`config.mk`:
```
export PLATFORM = sky130hd
export DESIGN_NAME = fir_sched
export DESIGN_NICKNAME = d
export VERILOG_FILES = /design/src/rtl/fir_pkg.sv /design/src/rtl/sample_fifo.sv /design/src/rtl/fir_sched.sv
export SDC_FILE = /design/constraint.sdc
export NUM_CORES = 1
export LEC_CHECK = 0
export CAP_MARGIN = 20
export CORE_AREA = 3 3 154 268
export DETAILED_ROUTE_END_ITERATION = 16
export DIE_AREA = 0 0 157 271
export PLACE_DENSITY = 0.47
export SLEW_MARGIN = 30
export SYNTH_ARGS = -nofsm -noshare
export SYNTH_HDL_FRONTEND = slang
export SYNTH_SLANG_ARGS = --single-unit
export TNS_END_PERCENT = 20
```
`constraint.sdc`:
```
create_clock -name CLK -period 2.48 [get_ports CLK]
set_input_delay 0.496 -clock CLK [delete_from_list [all_inputs] [get_ports CLK]]
set_output_delay 0.496 -clock CLK [all_outputs]
set_load 0.05 [all_outputs]
```
`src/rtl/fir_pkg.sv`:
```
`default_nettype none
// ============================================================================
// Module      : fir_pkg
// Description : Shared widths, types and scheduler state encoding for the
//               9-coefficient, 13-bit FIR control front-end.
// Revision    : 1.0 - initial release
// ============================================================================
package fir_pkg;

    localparam int DATA_WIDTH = 13;
    localparam int TAPS       = 8;
    localparam int NCOEF      = TAPS + 1;

    typedef logic signed [DATA_WIDTH-1:0] sample_t;

    // Element 0 is H0.
    typedef sample_t [0:NCOEF-1] coef_arr_t;

    typedef enum logic [1:0] {
        CFG   = 2'd0,
        RUN   = 2'd1,
        FLUSH = 2'd2
    } sched_state_t;

endpackage
`default_nettype wire

```
`src/rtl/sample_fifo.sv`:
```
`default_nettype none
// ============================================================================
// Module      : sample_fifo
// Description : Synchronous sample FIFO, power-of-two depth, head word shown
//               combinationally on o_data. Pushes while full and pops while
//               empty are dropped.
// Ports       : i_clk, i_rst_n (async active-low, resets to empty),
//               i_push/i_data, i_pop/o_data, o_full, o_empty, o_count
// Revision    : 1.0 - initial release
// ============================================================================
module sample_fifo #(
    parameter int DEPTH = 4,
    parameter int WIDTH = 13
) (
    input  logic                     i_clk,
    input  logic                     i_rst_n,
    input  logic                     i_push,
    input  logic [WIDTH-1:0]         i_data,
    input  logic                     i_pop,
    output logic [WIDTH-1:0]         o_data,
    output logic                     o_full,
    output logic                     o_empty,
    output logic [$clog2(DEPTH):0]   o_count
);

    localparam int AW = $clog2(DEPTH);

    localparam logic [AW-1:0] c_PTR_ONE  = AW'(1);
    localparam logic [AW:0]   c_CNT_ONE  = (AW+1)'(1);
    localparam logic [AW:0]   c_CNT_FULL = (AW+1)'(DEPTH);

    logic [WIDTH-1:0] r_mem [DEPTH];
    logic [AW-1:0]    r_wr_ptr;
    logic [AW-1:0]    r_rd_ptr;
    logic [AW:0]      r_count;

    logic w_push;
    logic w_pop;

    assign o_full  = (r_count == c_CNT_FULL);
    assign o_empty = (r_count == '0);
    assign o_count = r_count;
    assign o_data  = r_mem[r_rd_ptr];

    // Push is refused while full even if a pop happens in the same cycle.
    assign w_push = i_push & ~o_full;
    assign w_pop  = i_pop  & ~o_empty;

    always_ff @(posedge i_clk) begin
        if (w_push) begin
            r_mem[r_wr_ptr] <= i_data;
        end
    end

    always_ff @(posedge i_clk or negedge i_rst_n) begin
        if (!i_rst_n) begin
            r_wr_ptr <= '0;
            r_rd_ptr <= '0;
            r_count  <= '0;
        end else begin
            if (w_push) begin
                r_wr_ptr <= r_wr_ptr + c_PTR_ONE;
            end
            if (w_pop) begin
                r_rd_ptr <= r_rd_ptr + c_PTR_ONE;
            end
            case ({w_push, w_pop})
                2'b10:   r_count <= r_count + c_CNT_ONE;
                2'b01:   r_count <= r_count - c_CNT_ONE;
                default: r_count <= r_count;
            endcase
        end
    end

endmodule
`default_nettype wire

```
`src/rtl/fir_sched.sv`:
```
`default_nettype none
// ============================================================================
// Module      : fir_sched
// Description : Scheduler front-end for the 9-tap FIR. Collects a coefficient
//               set into shadow registers and commits it atomically, buffers
//               samples and releases them to VIN/DIN only while a committed
//               set is live, and on request drains the buffer and pushes
//               TAPS zero samples through the delay line before reloading.
// Ports       : CLK, RST_n (async active-low)
//               cfg_valid/cfg_data/cfg_ready  - coefficient load, H0 first
//               in_valid/in_data/in_ready     - sample input
//               flush_req                     - flush + reconfigure request
//               fir_vin/fir_din/fir_h         - filter datapath drive
//               coef_ok, busy                 - status
// Revision    : 1.0 - initial release
// ============================================================================
module fir_sched
    import fir_pkg::*;
#(
    parameter int FIFO_DEPTH = 4
) (
    input  logic                  CLK,
    input  logic                  RST_n,
    input  logic                  cfg_valid,
    input  logic [DATA_WIDTH-1:0] cfg_data,
    output logic                  cfg_ready,
    input  logic                  in_valid,
    input  logic [DATA_WIDTH-1:0] in_data,
    output logic                  in_ready,
    input  logic                  flush_req,
    output logic                  fir_vin,
    output logic [DATA_WIDTH-1:0] fir_din,
    output coef_arr_t             fir_h,
    output logic                  coef_ok,
    output logic                  busy
);

    localparam int IW = $clog2(NCOEF);
    localparam int FW = $clog2(TAPS);
    localparam int CW = $clog2(FIFO_DEPTH) + 1;

    localparam logic [IW-1:0] c_IDX_ONE   = IW'(1);
    localparam logic [IW-1:0] c_IDX_LAST  = IW'(NCOEF - 1);
    localparam logic [FW-1:0] c_FLSH_ONE  = FW'(1);
    localparam logic [FW-1:0] c_FLSH_LAST = FW'(TAPS - 1);

    sched_state_t    r_state;
    coef_arr_t       r_shadow;
    coef_arr_t       r_h;
    logic [IW-1:0]   r_idx;
    logic [FW-1:0]   r_flush_cnt;
    logic            r_vin;
    sample_t         r_din;
    logic            r_coef_ok;

    logic                  w_fifo_full;
    logic                  w_fifo_empty;
    logic [CW-1:0]         w_fifo_count;
    logic [DATA_WIDTH-1:0] w_fifo_head;
    logic                  w_push;
    logic                  w_pop;
    logic                  w_cfg_hs;

    assign cfg_ready = (r_state == CFG);
    assign busy      = (r_state == FLUSH);
    assign in_ready  = (r_state != FLUSH) && !w_fifo_full;

    assign w_push   = in_valid & in_ready;
    assign w_pop    = (r_state != CFG) && !w_fifo_empty;
    assign w_cfg_hs = cfg_valid & cfg_ready;

    assign fir_vin = r_vin;
    assign fir_din = r_din;
    assign fir_h   = r_h;
    assign coef_ok = r_coef_ok;

    sample_fifo #(
        .DEPTH (FIFO_DEPTH),
        .WIDTH (DATA_WIDTH)
    ) u_fifo (
        .i_clk   (CLK),
        .i_rst_n (RST_n),
        .i_push  (w_push),
        .i_data  (in_data),
        .i_pop   (w_pop),
        .o_data  (w_fifo_head),
        .o_full  (w_fifo_full),
        .o_empty (w_fifo_empty),
        .o_count (w_fifo_count)
    );

    always_ff @(posedge CLK or negedge RST_n) begin
        if (!RST_n) begin
            r_state     <= CFG;
            r_shadow    <= '0;
            r_h         <= '0;
            r_idx       <= '0;
            r_flush_cnt <= '0;
            r_vin       <= 1'b0;
            r_din       <= '0;
            r_coef_ok   <= 1'b0;
        end else begin
            case (r_state)
                CFG: begin
                    r_vin <= 1'b0;
                    if (w_cfg_hs) begin
                        r_shadow[r_idx] <= cfg_data;
                        if (r_idx == c_IDX_LAST) begin
                            // Whole set lands at once; the last word bypasses
                            // the shadow so no partial set is ever visible.
                            for (int i = 0; i < NCOEF - 1; i++) begin
                                r_h[i] <= r_shadow[i];
                            end
                            r_h[NCOEF-1] <= cfg_data;
                            r_coef_ok    <= 1'b1;
                            r_idx        <= '0;
                            r_state      <= RUN;
                        end else begin
                            r_idx <= r_idx + c_IDX_ONE;
                        end
                    end
                end

                RUN: begin
                    if (w_pop) begin
                        r_vin <= 1'b1;
                        r_din <= w_fifo_head;
                    end else begin
                        r_vin <= 1'b0;
                    end
                    if (flush_req) begin
                        r_state <= FLUSH;
                    end
                end

                FLUSH: begin
                    r_vin <= 1'b1;
                    if (w_fifo_count != '0) begin
                        // Drain buffered samples before the zero train.
                        r_din <= w_fifo_head;
                    end else begin
                        r_din <= '0;
                        if (r_flush_cnt == c_FLSH_LAST) begin
                            r_flush_cnt <= '0;
                            r_coef_ok   <= 1'b0;
                            r_state     <= CFG;
                        end else begin
                            r_flush_cnt <= r_flush_cnt + c_FLSH_ONE;
                        end
                    end
                end

                default: r_state <= CFG;
            endcase
        end
    end

endmodule
`default_nettype wire
```
Word-level counts from Yosys, hierarchy flattened

Memory sizes are Yosys's and may differ from the RTL's.
Index checks and enable logic that the tools add are counted.

Add/subtract/negate cells: 6
Magnitude comparators: 2
Equality and inequality tests: 14
Mux-type cells: 24
Bitwise operators: 8
Reductions and logical operators: 19

Operators by type and width:

| cell                  | count |
|---|---|
| $bwmux W117           | 1 |
| $demux W13 S4         | 1 |
| $mux W13              | 3 |
| $pmux W13 S2          | 1 |
| $mux W2               | 5 |
| $reduce_and A5 Y1     | 2 |
| $ne A2 B1 Y1 const B  | 4 |
| $reduce_bool A2 Y1    | 4 |
| $mux W1               | 7 |
| $add A3 B1 Y3 const B | 2 |
| $eq A3 B3 Y1 const B  | 2 |
| $ne A2 B2 Y1 const B  | 3 |
| $pmux W2 S3           | 1 |
| $pmux W3 S2           | 1 |
| $reduce_and A2 Y1     | 3 |
| $reduce_bool A3 Y1    | 2 |
| $ge A5 B5 Y1 const B  | 1 |
| $lt A5 B1 Y1 const B  | 1 |
| $not A4 Y5            | 1 |
| $add A2 B1 Y2 const B | 2 |
| $add A4 B1 Y4 const B | 1 |
| $and A1 B1 Y1         | 4 |
| $eq A2 B1 Y1 const B  | 2 |
| $eq A2 B2 Y1 const B  | 2 |
| 12 further kinds      | 17 |

Register bits after elaboration: 265
RAM bits: 52
Output and inout bits: 135
Logic and storage cells: 101
Memories: 1

Memories:

| name         | words | bits a word | rd ports | clocked after memory_dff | write ports | line              | source |
|---|---|---|---|---|---|---|---|
| u_fifo.r_mem | 4     | 13          | 1        | 0                        | 1           | sample_fifo.sv:32 | `logic [WIDTH-1:0] r_mem [DEPTH];` |

Depth between registers and ports, before layout

Gate-level depths: netlist of run 1.

Word-level depth: 7
Gate-level depth with buffers: 11

By module

A second synthesis of run 1 with hierarchy kept.

Cells, all modules: 683
Area total of the unflattened synthesis: 11911.4 um^2

By module, submodules not included:

| module      | times used | cells an instance | area an instance (um^2) | seq. area each (um^2) |
|---|---|---|---|---|
| fir_sched   | 1          | 578               | 9576.7                  | 6130.9 |
| sample_fifo | 1          | 105               | 2334.7                  | 1736.7 |

Worst setup path after synthesis of run 1

OpenSTA, ideal clock, no wires.

Path type: flip-flop to flip-flop
Start point: register r_state[0]
End point: register u_fifo.r_count[2] (netlist: u_fifo.o_count[2])
Setup time: 0.126 ns
Arrival: 2.449 ns
Path slack: -0.095 ns
Cell stages (with the launch flop): 12
Clock period less this slack: 2.575 ns
Path through: dfrtp_1 -> inv_1 -> ha_1 -> clkbuf_1 -> a211oi_1 -> inv_1 -> ha_1 -> inv_1 -> fa_1 -> xor2_1 -> nor2_1 -> xor2_1

Cells in the longest elaborated chain, start to end: 6
Elaborated cells between the ends (all ways): 11
Classes of those cells: eq/ne (3); mux (1); bitwise (3); reduce/logical (4)

Ends and longest elaborated chain:

| element                                           | line              | source |
|---|---|---|
| start, declared                                   | fir_sched.sv:47   | `sched_state_t r_state;` |
| start signal, assigned                            | fir_sched.sv:94   | `r_state <= CFG;` |
| start signal, assigned                            | fir_sched.sv:117  | `r_state <= RUN;` |
| start signal, assigned                            | fir_sched.sv:132  | `r_state <= FLUSH;` |
| $ne A2 B2 Y1                                      | fir_sched.sv:66   | `assign in_ready = (r_state != FLUSH) && !w_fifo_full;` |
| $logic_and A1 B1 Y1                               | fir_sched.sv:66   |  |
| $and A1 B1 Y1                                     | fir_sched.sv:68   | `assign w_push = in_valid & in_ready;` |
| $and A1 B1 Y1                                     | sample_fifo.sv:46 | `assign w_push = i_push & ~o_full;` |
| $eq A2 B1 Y1 or $eq A2 B2 Y1 (tied branches)      | sample_fifo.sv:67 | `case ({w_push, w_pop})` |
| $pmux W3 S2 or $reduce_bool A2 Y1 (tied branches) | -                 |  |
| end signal, assigned                              | sample_fifo.sv:68 | `2'b10: r_count <= r_count + c_CNT_ONE;` |
| end signal, assigned                              | sample_fifo.sv:69 | `2'b01: r_count <= r_count - c_CNT_ONE;` |
| end signal, assigned                              | sample_fifo.sv:70 | `default: r_count <= r_count;` |
| end, declared                                     | sample_fifo.sv:35 | `logic [AW:0] r_count;` |

Several ways; a longest one is shown, not always the timed one.
A chain may end at the register's enable or synchronous reset.

Worst setup path in the final report of run 1

Start point: register r_coef_ok (netlist: coef_ok)
End point: output port coef_ok

RTL lines:

| element                | line             | source |
|---|---|---|
| start, declared        | fir_sched.sv:54  | `logic r_coef_ok;` |
| start signal, assigned | fir_sched.sv:101 | `r_coef_ok <= 1'b0;` |
| start signal, assigned | fir_sched.sv:115 | `r_coef_ok <= 1'b1;` |
| start signal, assigned | fir_sched.sv:145 | `r_coef_ok <= 1'b0;` |
| end, declared          | fir_sched.sv:34  | `output logic coef_ok,` |

No word-level cell between the ends.

==> results.tsv, run 1 <==
stage	metric	value	unit
outcome	status	finished, final reports clean	
floorplan	Cell Rows	96	
drt	initial detailed-routing violation count	219	
power_and_ir_drop	Switching Fraction	37.0	%
critical_path	Crit. End Element	primary output	
timing	worst slew pin tran	0.736	ns
yosys	average size of a mapped cell	17.2	um2
power_and_ir_drop	combinational fraction of design power	39.4	%
floorplan	Die Width	157	um
timing	Tcrit/Tclk final	95.0	%
place	GPL Wtd Cong	0.722	
final_layout	Synth-to-Final Area Change	31.7	%
global_route	first-pass GRT wire length	43.7	mm
timing	Fin Clk Skew	0.0195	ns
min_path	Hold Crit Class	primary input to asynchronous set/reset pin	
global_route	largest net degree at the start of global routing	90	
floorplan	core area	39300	um2
floorplan	die area	42500	um2
timing	RSZ-0062 raised after global routing	false	
critical_path	Worst R2R End	fir_h[14]	
drt	Post-route DRC	0	
power_and_ir_drop	power per cell area	1430	nW/um2
yosys	syn nets	731	
critical_path	CP Launch Type	flip-flop	
cts	Clock transition at path regs	0.06	ns
critical_path	reg2reg start	r_state[0]	
yosys	register area share after synthesis	67.2	%
cts	CTS tree	built	
power_and_ir_drop	P_leak	6.69	nW
job	Max-Cap Viols	0	
global_route	total grt overflow	0	
yosys	Synth Cell Area	11700	um2
yosys	Most used DFF post-synth	dfrtp_1	
timing	worst hold slack	0.351	ns
yosys	Gate Count Post-Synth	683	
critical_path	Worst EP arrival	1.86	ns
critical_path	Critical Path, Cell by Cell	clkdlybuf4s50_1	
place	HPWL Detailed	19.4	mm
critical_path	CP max stage delay	0.84	ns
cts	Num CTS Buffers	30	
final_layout	most common cell after layout, fill and taps aside	dfrtp_1	
cts	Clock Sinks	304	
floorplan	Die Y-Extent	271	um
timing	Max Fclk	0.425	GHz
timing	Hold Vio Cnt, Final	0	
global_route	total track usage	13.5	%
power_and_ir_drop	cell-internal power	13.9	mW
cts	clock latency reported for the late side of the worst-skew pair	0.56	ns
power_and_ir_drop	Clk pwr share	23.5	%
floorplan	I/O pins	166	
drt	routed vias/inst	4.58	
drt	mean routed wirelength per cell	20.4	um
final_layout	ant diodes	0	
drt	final wirelength	28.6	mm
power_and_ir_drop	net switching power	8.13	mW
power_and_ir_drop	Worst VDD drop	0.599	mV
yosys	Synth Register Bits	304	
place	placed instance area	14300	um2
yosys	Post-synth EDFFs	52	
drt	routed via count	6428	
yosys	Yosys Warn Count	0	
critical_path	FF-to-FF path depth	7	
global_route	initial antenna violation count	1	
final_layout	commonest cells after routing, fill and taps aside	dfrtp_1 (252), mux2_2 (215), clkdlybuf4s50_1 (161)	
global_route	vias in the first global route	6954	
final_layout	design area	15400	um2
cts	worst-case clock buffer depth	3	
power_and_ir_drop	sequential power share	37.2	%
power_and_ir_drop	Pwr Total	22.0	mW
cts	root buffer cell	clkbuf_16	
drt	antenna viol nets, final	0	
timing	Finish-stage setup viols	0	
critical_path	CP bufs+invs	1	
cts	H-tree depth	1	
critical_path	FF-to-FF setup slack	0.22	ns
timing	Max Slew Vio Count	0	
timing	slew margin rel.	50.9	%
place	# port buffers	165	
timing	total negative slack	0	ns
critical_path	Top delay family on crit path	buffers and inverters	
floorplan	Initial Utilization	29.8	%
timing	fin crit period	2.35	ns
drt	Initial DRT Pass Iterations	5	
final_layout	layout cells sized above 1	36.4	%
final_layout	Final #Nets	937	
critical_path	Required @ worst endpoint	1.98	ns
yosys	unique cell type count in the Yosys netlist	40	
yosys	Post-synth ARST share	82.9	%
critical_path	Max FO, Critical Path	3	
critical_path	WS Path Type	flip-flop to primary output	
critical_path	Slowest-stage cell, CP	clkdlybuf4s50_1	
==> repair_timing <==
item | in CTS | in global routing
hold buffers | 1 | 0
gates resized for setup | 0 | 1
hold endpoints to repair | 10 | 0
endpoints found under the setup margin | 0 | 1
buffers inserted | 0 | 0
==> worst max path at each step <==
stage               cells past startpoint  slack [ns]                end  startpoint
floorplan                              11        0.10  u_fifo.o_count[2]  r_state[0]
global route                            1        0.07            coef_ok     coef_ok
detailed placement                      6        0.16           fir_h[9]   cfg_valid
global placement                        6        0.17           fir_h[9]   cfg_valid
CTS                                     5        0.02           in_ready  r_state[1]
finish                                  1        0.13            coef_ok     coef_ok
==> cells in the mapped netlist, types with 2 or more instances <==
library cell | n | share of area, %
a21oi_1 | 2 | 0.085
a22o_1 | 14 | 1.0
and2_1 | 5 | 0.27
buf_2 | 16 | 0.68
buf_4 | 12 | 0.77
clkbuf_1 | 2 | 0.064
dfrtp_1 | 252 | 54
edfxtp_1 | 52 | 13
ha_1 | 16 | 1.7
inv_1 | 13 | 0.42
mux2_1 | 11 | 1.1
mux2_2 | 215 | 21
mux4_2 | 13 | 2.5
nand2_1 | 4 | 0.13
nand2b_1 | 3 | 0.16
nand3_1 | 7 | 0.30
nor2_1 | 10 | 0.32
nor2b_1 | 3 | 0.16
o21a_1 | 2 | 0.13
o21ai_0 | 5 | 0.21
xnor2_1 | 3 | 0.22
xor2_1 | 5 | 0.37
==> power by group through the flow <==
stage          logic [mW]  registers, mW  clock network [mW]
2_1_floorplan        3.07           10.8                   0
3_3_place_gp         8.69           8.31                   0
3_5_place_dp         8.82           8.34                   0
4_1_cts              8.82           8.25                5.34
5_1_grt              9.20           8.45                5.53
6_report             8.66           8.18                5.16
==> metrics by stage <==
step | worst slack (ns) | cells | utilization (%)
final | 0.125 | 1402 | 39.3
after global routing | 0.0659 | 1402 | 39.3
after CTS | 0.0230 | 1402 | 39.3
after detailed placement | 0.165 | 1346 | 36.3
after global placement | 0.172 | 1346 | 36.3
after floorplan | 0.105 | 683 | -
==> cell families after synthesis <==
family          share of synthesized area, %
compound gates                          2.13
xor+xnor                               0.598
fa+ha+maj                               1.88
buf+inv                                 1.93
flops                                   67.2
mux                                     24.2
simple gates                            2.09
==> layout make-up <==
cell class	instances	area, um2
fillers	3640	23800
flip-flops and latches	304	7870
multi-input cells	336	3640
repair buffers	204	2120
clock buffers	44	920
well taps	490	613
clock inverters	11	220
inverters	13	48.8
==> metal layers <==
metal	GRT usage [%]	part of all wire (%)
met2	24.8	55
met5	0	0.045
met3	2.37	4.2
met1	16.0	39
met4	3.62	1.9
==> sequential cells by signal, indices dropped and copies added (netlist names) <==
register	flops
r_shadow	104
u_fifo.o_count	3
coef_ok	1
r_idx	4
r_flush_cnt	3
fir_din	13
u_fifo.r_mem	52
r_state	2
u_fifo.r_wr_ptr	2
fir_vin	1
fir_h	117
u_fifo.r_rd_ptr	2
(Power assumes the default switching activity.)
==> run 2: changes to the inputs <==
--- a/config.mk
+++ b/config.mk
@@ -6,10 +6,10 @@
 export NUM_CORES = 1
 export LEC_CHECK = 0
 export CAP_MARGIN = 20
-export CORE_AREA = 3 3 154 268
+export CORE_AREA = 3 3 116 201
 export DETAILED_ROUTE_END_ITERATION = 16
-export DIE_AREA = 0 0 157 271
-export PLACE_DENSITY = 0.47
+export DIE_AREA = 0 0 119 204
+export PLACE_DENSITY = 0.76
 export SLEW_MARGIN = 30
 export SYNTH_ARGS = -nofsm -noshare
 export SYNTH_HDL_FRONTEND = slang
==> run 2 against run 1 <==
Die area down 43%. Sequential power increased by 0.6%. Total power fell by 4.9%. Sequential share of layout area is 2.1 points higher. Utilization up 29 points. Hold slack better by 0.13 ns. Maximum frequency is 0.46% higher. Cell area down 3.9%. Via count grew 0.70%. Sequential cell count unchanged. Critical path type unchanged. Critical endpoint is now cfg_ready. Largest cell class unchanged.
==> results.tsv, run 2 (same netlist as run 1, synthesis figures left out) <==
stage	metric	value	unit	change
outcome	status	finished, final reports clean		
cts	H-tree depth	1		unchanged
drt	Post-route DRC	0		unchanged
final_layout	ant diodes	0		unchanged
global_route	first-pass GRT wire length	40.8	mm	-6.6%
global_route	initial antenna violation count	0		-1
power_and_ir_drop	Worst VDD drop	0.871	mV	+45%
global_route	largest net degree at the start of global routing	78		-13%
timing	RSZ-0062 raised after global routing	false		
job	Max-Cap Viols	0		unchanged
cts	worst-case clock buffer depth	3		unchanged
critical_path	CP Launch Type	flip-flop		
power_and_ir_drop	power per cell area	1410	nW/um2	-1.0%
critical_path	Max FO, Critical Path	8		+5
drt	initial detailed-routing violation count	338		+54%
power_and_ir_drop	P_leak	6.52	nW	-2.5%
cts	Num CTS Buffers	26		-13%
place	HPWL Detailed	17.9	mm	-7.7%
drt	mean routed wirelength per cell	21.5	um	+5.6%
timing	fin crit period	2.34	ns	-0.0108 ns
place	# port buffers	165		unchanged
cts	CTS tree	built		
global_route	vias in the first global route	7182		+3.3%
drt	routed vias/inst	5.44		+19%
critical_path	CP max stage delay	0.42	ns	-0.42 ns
timing	final worst slack	0.136	ns	+0.0108 ns
critical_path	Crit. End Element	primary output		
final_layout	Core Util, Final	68.1	%	+29 points
floorplan	Die Width	119	um	-24%
final_layout	most common cell after layout, fill and taps aside	dfrtp_1		
timing	Max Slew Vio Count	0		unchanged
global_route	total track usage	21.5	%	+7.9 points
critical_path	CP bufs+invs	3		+2
cts	Clock Sinks	304		unchanged
floorplan	Initial Utilization	53.8	%	+24 points
power_and_ir_drop	Pwr Total	20.9	mW	-4.9%
place	Placement Setup Slack	0.128	ns	-0.0369 ns
drt	antenna viol nets, final	0		unchanged
drt	Initial DRT Pass Iterations	4		-1
min_path	Hold Crit Class	flip-flop to flip-flop		
critical_path	WS Path Type	flip-flop to primary output		
cts	clock latency reported for the late side of the worst-skew pair	0.53	ns	-0.03 ns
floorplan	Cell Rows	71		-26%
place	placed instance area	13900	um2	-2.3%
floorplan	die area	24300	um2	-43%
floorplan	Die Y-Extent	204	um	-25%
final_layout	max reg flops	117		unchanged
final_layout	commonest cells after routing, fill and taps aside	dfrtp_1 (252), mux2_2 (215), clkdlybuf4s50_1 (161)		
floorplan	I/O pins	166		unchanged
critical_path	Worst EP arrival	1.85	ns	about the same
final_layout	Synth-to-Final Area Change	26.5	%	
drt	routed via count	6473		+0.70%
timing	slew margin rel.	55.1	%	+4.1 points
critical_path	Slowest-stage cell, CP	dfrtp_1		
final_layout	design area	14800	um2	-3.9%
critical_path	most frequent CP cell	buf_4		
timing	Max Fclk	0.427	GHz	+0.46%
timing	Fin Clk Skew	0.0215	ns	+0.00200 ns
place	GPL Wtd Cong	0.759		+5.2%
cts	Clock transition at path regs	0.07	ns	about the same
timing	Hold Vio Cnt, Final	0		unchanged
final_layout	Final #Nets	926		-1.2%
timing	Finish-stage setup viols	0		unchanged
critical_path	Top delay family on crit path	buffers and inverters		
critical_path	Required @ worst endpoint	1.98	ns	about the same
global_route	total grt overflow	0		unchanged
timing	total negative slack	0	ns	unchanged
critical_path	Critical Path, Cell by Cell	inv_1, ha_1, buf_4, buf_4		
timing	Tcrit/Tclk final	94.5	%	-0.44 points
drt	final wirelength	25.6	mm	-10%
cts	root buffer cell	clkbuf_16		
timing	worst slew pin tran	0.674	ns	-0.0620 ns
floorplan	core area	21800	um2	-45%
final_layout	layout cells sized above 1	35.1	%	-1.3 points
run 2: cell types whose count changed in the layout (fill, tap and decap cells not counted), moves of 2 or more:
| cell | delta |
|---|---|
| buf_4 | -5 |
| clkbuf_8 | +2 |
| buf_12 | -2 |
| clkbuf_16 | -6 |
| bufinv_16 | -5 |
| clkinv_2 | +2 |
run 2: worst paths after layout:
path                            start      endpoint  slack [ns]  cells after the start
max                        r_state[1]     cfg_ready        0.14                      4
min                         fir_h[98]     fir_h[98]        0.48                      1
max reg2reg                r_state[1]    fir_h[104]        0.15                      7
min reg2reg                 fir_h[98]     fir_h[98]        0.48                      1
max in group asynchronous       RST_n  r_shadow[79]        1.23                      3
min in group asynchronous       RST_n  r_shadow[88]        0.53                      2
run 2: cell type report:
class	instances	area, um2
clock inverter	6	68.8
multi-input combinational	336	3640
clock buffer	41	798
inverter	13	48.8
tap	292	365
sequential	304	7870
fill	1470	6940
timing repair buffer	197	2040
run 2: metrics by stage:
| stage | instances | hold slack [ns] |
|---|---|---|
| after CTS | 1189 | 0.490 |
| after global placement | 1141 | 0.469 |
| after global routing | 1189 | 0.515 |
| final | 1189 | 0.485 |
| after floorplan | 683 | 0.200 |
| after detailed placement | 1141 | 0.476 |
run 2: repair_timing:
item,CTS,global route
setup endpoints to repair,0,0
buffers inserted,0,0
hold buffers,1,0
hold endpoints to repair,72,0
resized for setup,0,0
run 2: where the power goes:
| part | total, mW | internal (mW) | switching, mW |
|---|---|---|---|
| registers | 8.23 | 7.03 | 1.20 |
| clock network | 4.05 | 2.31 | 1.73 |
| logic | 8.64 | 3.57 | 5.07 |
run 2: routing by layer:
| layer | wire [um] | vias to the layer above | share of wire (%) | global-route usage (%) |
|---|---|---|---|---|
| met4 | 483 | 0 | 1.9 | 5.10 |
| met1 | 9550 | 3404 | 37 | 24.8 |
| met5 | 0 | - | 0 | 0 |
| li1 | - | 2866 | - | - |
| met2 | 14400 | 170 | 56 | 40.7 |
| met3 | 1210 | 33 | 4.7 | 4.02 |
==> run 3: changes to the inputs <==
==> constraint.sdc (replaced) <==
create_clock -name CLK -period 2.48 [get_ports CLK]
set_input_delay 0.496 -clock CLK [delete_from_list [all_inputs] [get_ports CLK]]
set_output_delay 0.496 -clock CLK [all_outputs]
set_load 0.005 [all_outputs]
==> run 3 against run 2 <==
Wire length is 0.36% higher. Combinational power shrank 34%. Critical path depth fell by 1. Final cell count is the same. Highest routed layer unchanged.
==> results.tsv, run 3 (same netlist as run 1, synthesis figures left out) <==
stage	metric	value	unit	change
cts	Clock Sinks	304		unchanged
drt	antenna viol nets, final	0		unchanged
cts	worst-case clock buffer depth	3		unchanged
global_route	total track usage	21.5	%	+0.048 points
timing	fin crit period	2.43	ns	+0.0862 ns
cts	clock latency reported for the late side of the worst-skew pair	0.53	ns	about the same
critical_path	CP Launch Type	flip-flop		
timing	total negative slack	0	ns	unchanged
final_layout	Synth-to-Final Area Change	26.4	%	
cts	Clock transition at path regs	0.07	ns	about the same
timing	Max Fclk	0.411	GHz	-3.5%
final_layout	most common cell after layout, fill and taps aside	dfrtp_1		
job	Max-Cap Viols	0		unchanged
place	Placed Cells incl. Taps	1136		-0.44%
drt	final wirelength	25.7	mm	+0.36%
timing	RSZ-0062 raised after global routing	true		
final_layout	final std cells w/o fill	1189		unchanged
timing	Fin Clk Skew	0.0147	ns	-0.00680 ns
timing	Finish-stage setup viols	0		unchanged
cts	root buffer cell	clkbuf_16		
drt	Post-route DRC	0		unchanged
outcome	status	finished, final reports clean		
floorplan	Initial Utilization	53.8	%	unchanged
power_and_ir_drop	power per cell area	1220	nW/um2	-13%
timing	Hold Vio Cnt, Final	0		unchanged
timing	final worst slack	0.0497	ns	-0.0862 ns
final_layout	ant diodes	0		unchanged
drt	mean routed wirelength per cell	21.6	um	+0.36%
critical_path	Worst EP arrival	1.93	ns	+0.08 ns
place	HPWL Detailed	17.6	mm	-1.3%
timing	Max Slew Vio Count	0		unchanged
global_route	total grt overflow	0		unchanged
timing	slew margin rel.	52.4	%	-2.7 points
power_and_ir_drop	Worst VDD drop	1.02	mV	+17%
floorplan	Die Width	119	um	unchanged
global_route	vias in the first global route	7338		+2.2%
critical_path	WS Path Type	flip-flop to primary output		
cts	H-tree depth	1		unchanged
global_route	largest net degree at the start of global routing	71		-9.0%
drt	routed vias/inst	5.45		+0.17%
place	GPL Wtd Cong	0.763		+0.46%
floorplan	core area	21800	um2	unchanged
global_route	first-pass GRT wire length	40.9	mm	+0.24%
final_layout	Core Util, Final	68.0	%	-0.081 points
critical_path	Crit. End Element	primary output		
drt	Initial DRT Pass Iterations	4		unchanged
cts	Num CTS Buffers	27		+3.8%
power_and_ir_drop	P_leak	6.51	nW	-0.16%
final_layout	max reg flops	117		unchanged
drt	routed via count	6484		+0.17%
place	# port buffers	165		unchanged
final_layout	layout cells sized above 1	35.3	%	+0.22 points
final_layout	Final #Nets	924		-0.22%
drt	initial detailed-routing violation count	391		+16%
floorplan	Die Y-Extent	204	um	unchanged
timing	Tcrit/Tclk final	98.0	%	+3.5 points
min_path	Hold Crit Class	primary input to asynchronous set/reset pin		
final_layout	commonest cells after routing, fill and taps aside	dfrtp_1 (251), mux2_2 (215), clkdlybuf4s50_1 (164)		
critical_path	Max FO, Critical Path	11		+3
global_route	initial antenna violation count	0		unchanged
cts	CTS tree	built		
critical_path	FF-to-FF path depth	10		+3
floorplan	die area	24300	um2	unchanged
place	Placement Setup Slack	0.0339	ns	-0.0937 ns
timing	worst slew pin tran	0.714	ns	+0.0402 ns
floorplan	I/O pins	166		unchanged
floorplan	Cell Rows	71		unchanged
final_layout	fillcell total	1478		+0.54%
critical_path	Required @ worst endpoint	1.98	ns	about the same
## run 3: per-layer routing
metal  GRT usage [%]  wire length (um)
met5               0                 0
met4            5.93               606
met3            3.99              1280
met2            40.4             14400
met1            24.9              9450
## run 3: final timing paths
| kind | from | to | slack, ns |
|---|---|---|---|
| min reg2reg | fir_h[98] | fir_h[98] | 0.49 |
| min in group CLK | fir_h[98] | fir_h[98] | 0.49 |
| max in group asynchronous | RST_n | fir_h[97] | 1.22 |
| max | r_state[0] | busy | 0.05 |
| min | RST_n | fir_h[82] | 0.45 |
| max reg2reg | r_state[0] | u_fifo.o_count[2] | 0.27 |
## run 3: cell type report
type	instances	area (um2)	area share [%]
flip-flops and latches	304	7870	53.1
multi-input cells	336	3650	24.6
repair buffers	194	1970	13.3
clock buffers	41	831	5.61
well taps	292	365	2.47
clock inverters	9	80.1	0.541
inverters	13	48.8	0.330
## run 3: report_power, final
| group | switching (mW) | internal [mW] |
|---|---|---|
| Clock | 1.75 | 2.42 |
| Sequential | 1.19 | 7.03 |
| Combinational | 2.09 | 3.60 |
## run 3: critical path, cell delays in order, from the launching register on
cell	delay (ns)
dfrtp_1	0.41
inv_2	0.12
ha_2	0.32
clkdlybuf4s50_1	0.57
## run 3: repair_timing
action / in CTS / in global routing
gates resized for setup: 5 / 3
buffers inserted: 0 / 2
endpoints found under the hold margin: 41 / 0
gates cloned: 0 / 0
setup endpoints to repair: 3 / 3
hold buffers: 1 / 0
## run 3: per-stage QoR
stage / hold slack (ns) / power (mW) / area, um2
finish: 0.453 / 18.1 / 14800
global route: 0.468 / 19.1 / 14800
CTS: 0.458 / 18.3 / 14800
detailed placement: 0.408 / 14.0 / 13800
global placement: 0.410 / 13.5 / 13800
floorplan: 0.200 / 10.9 / 11700
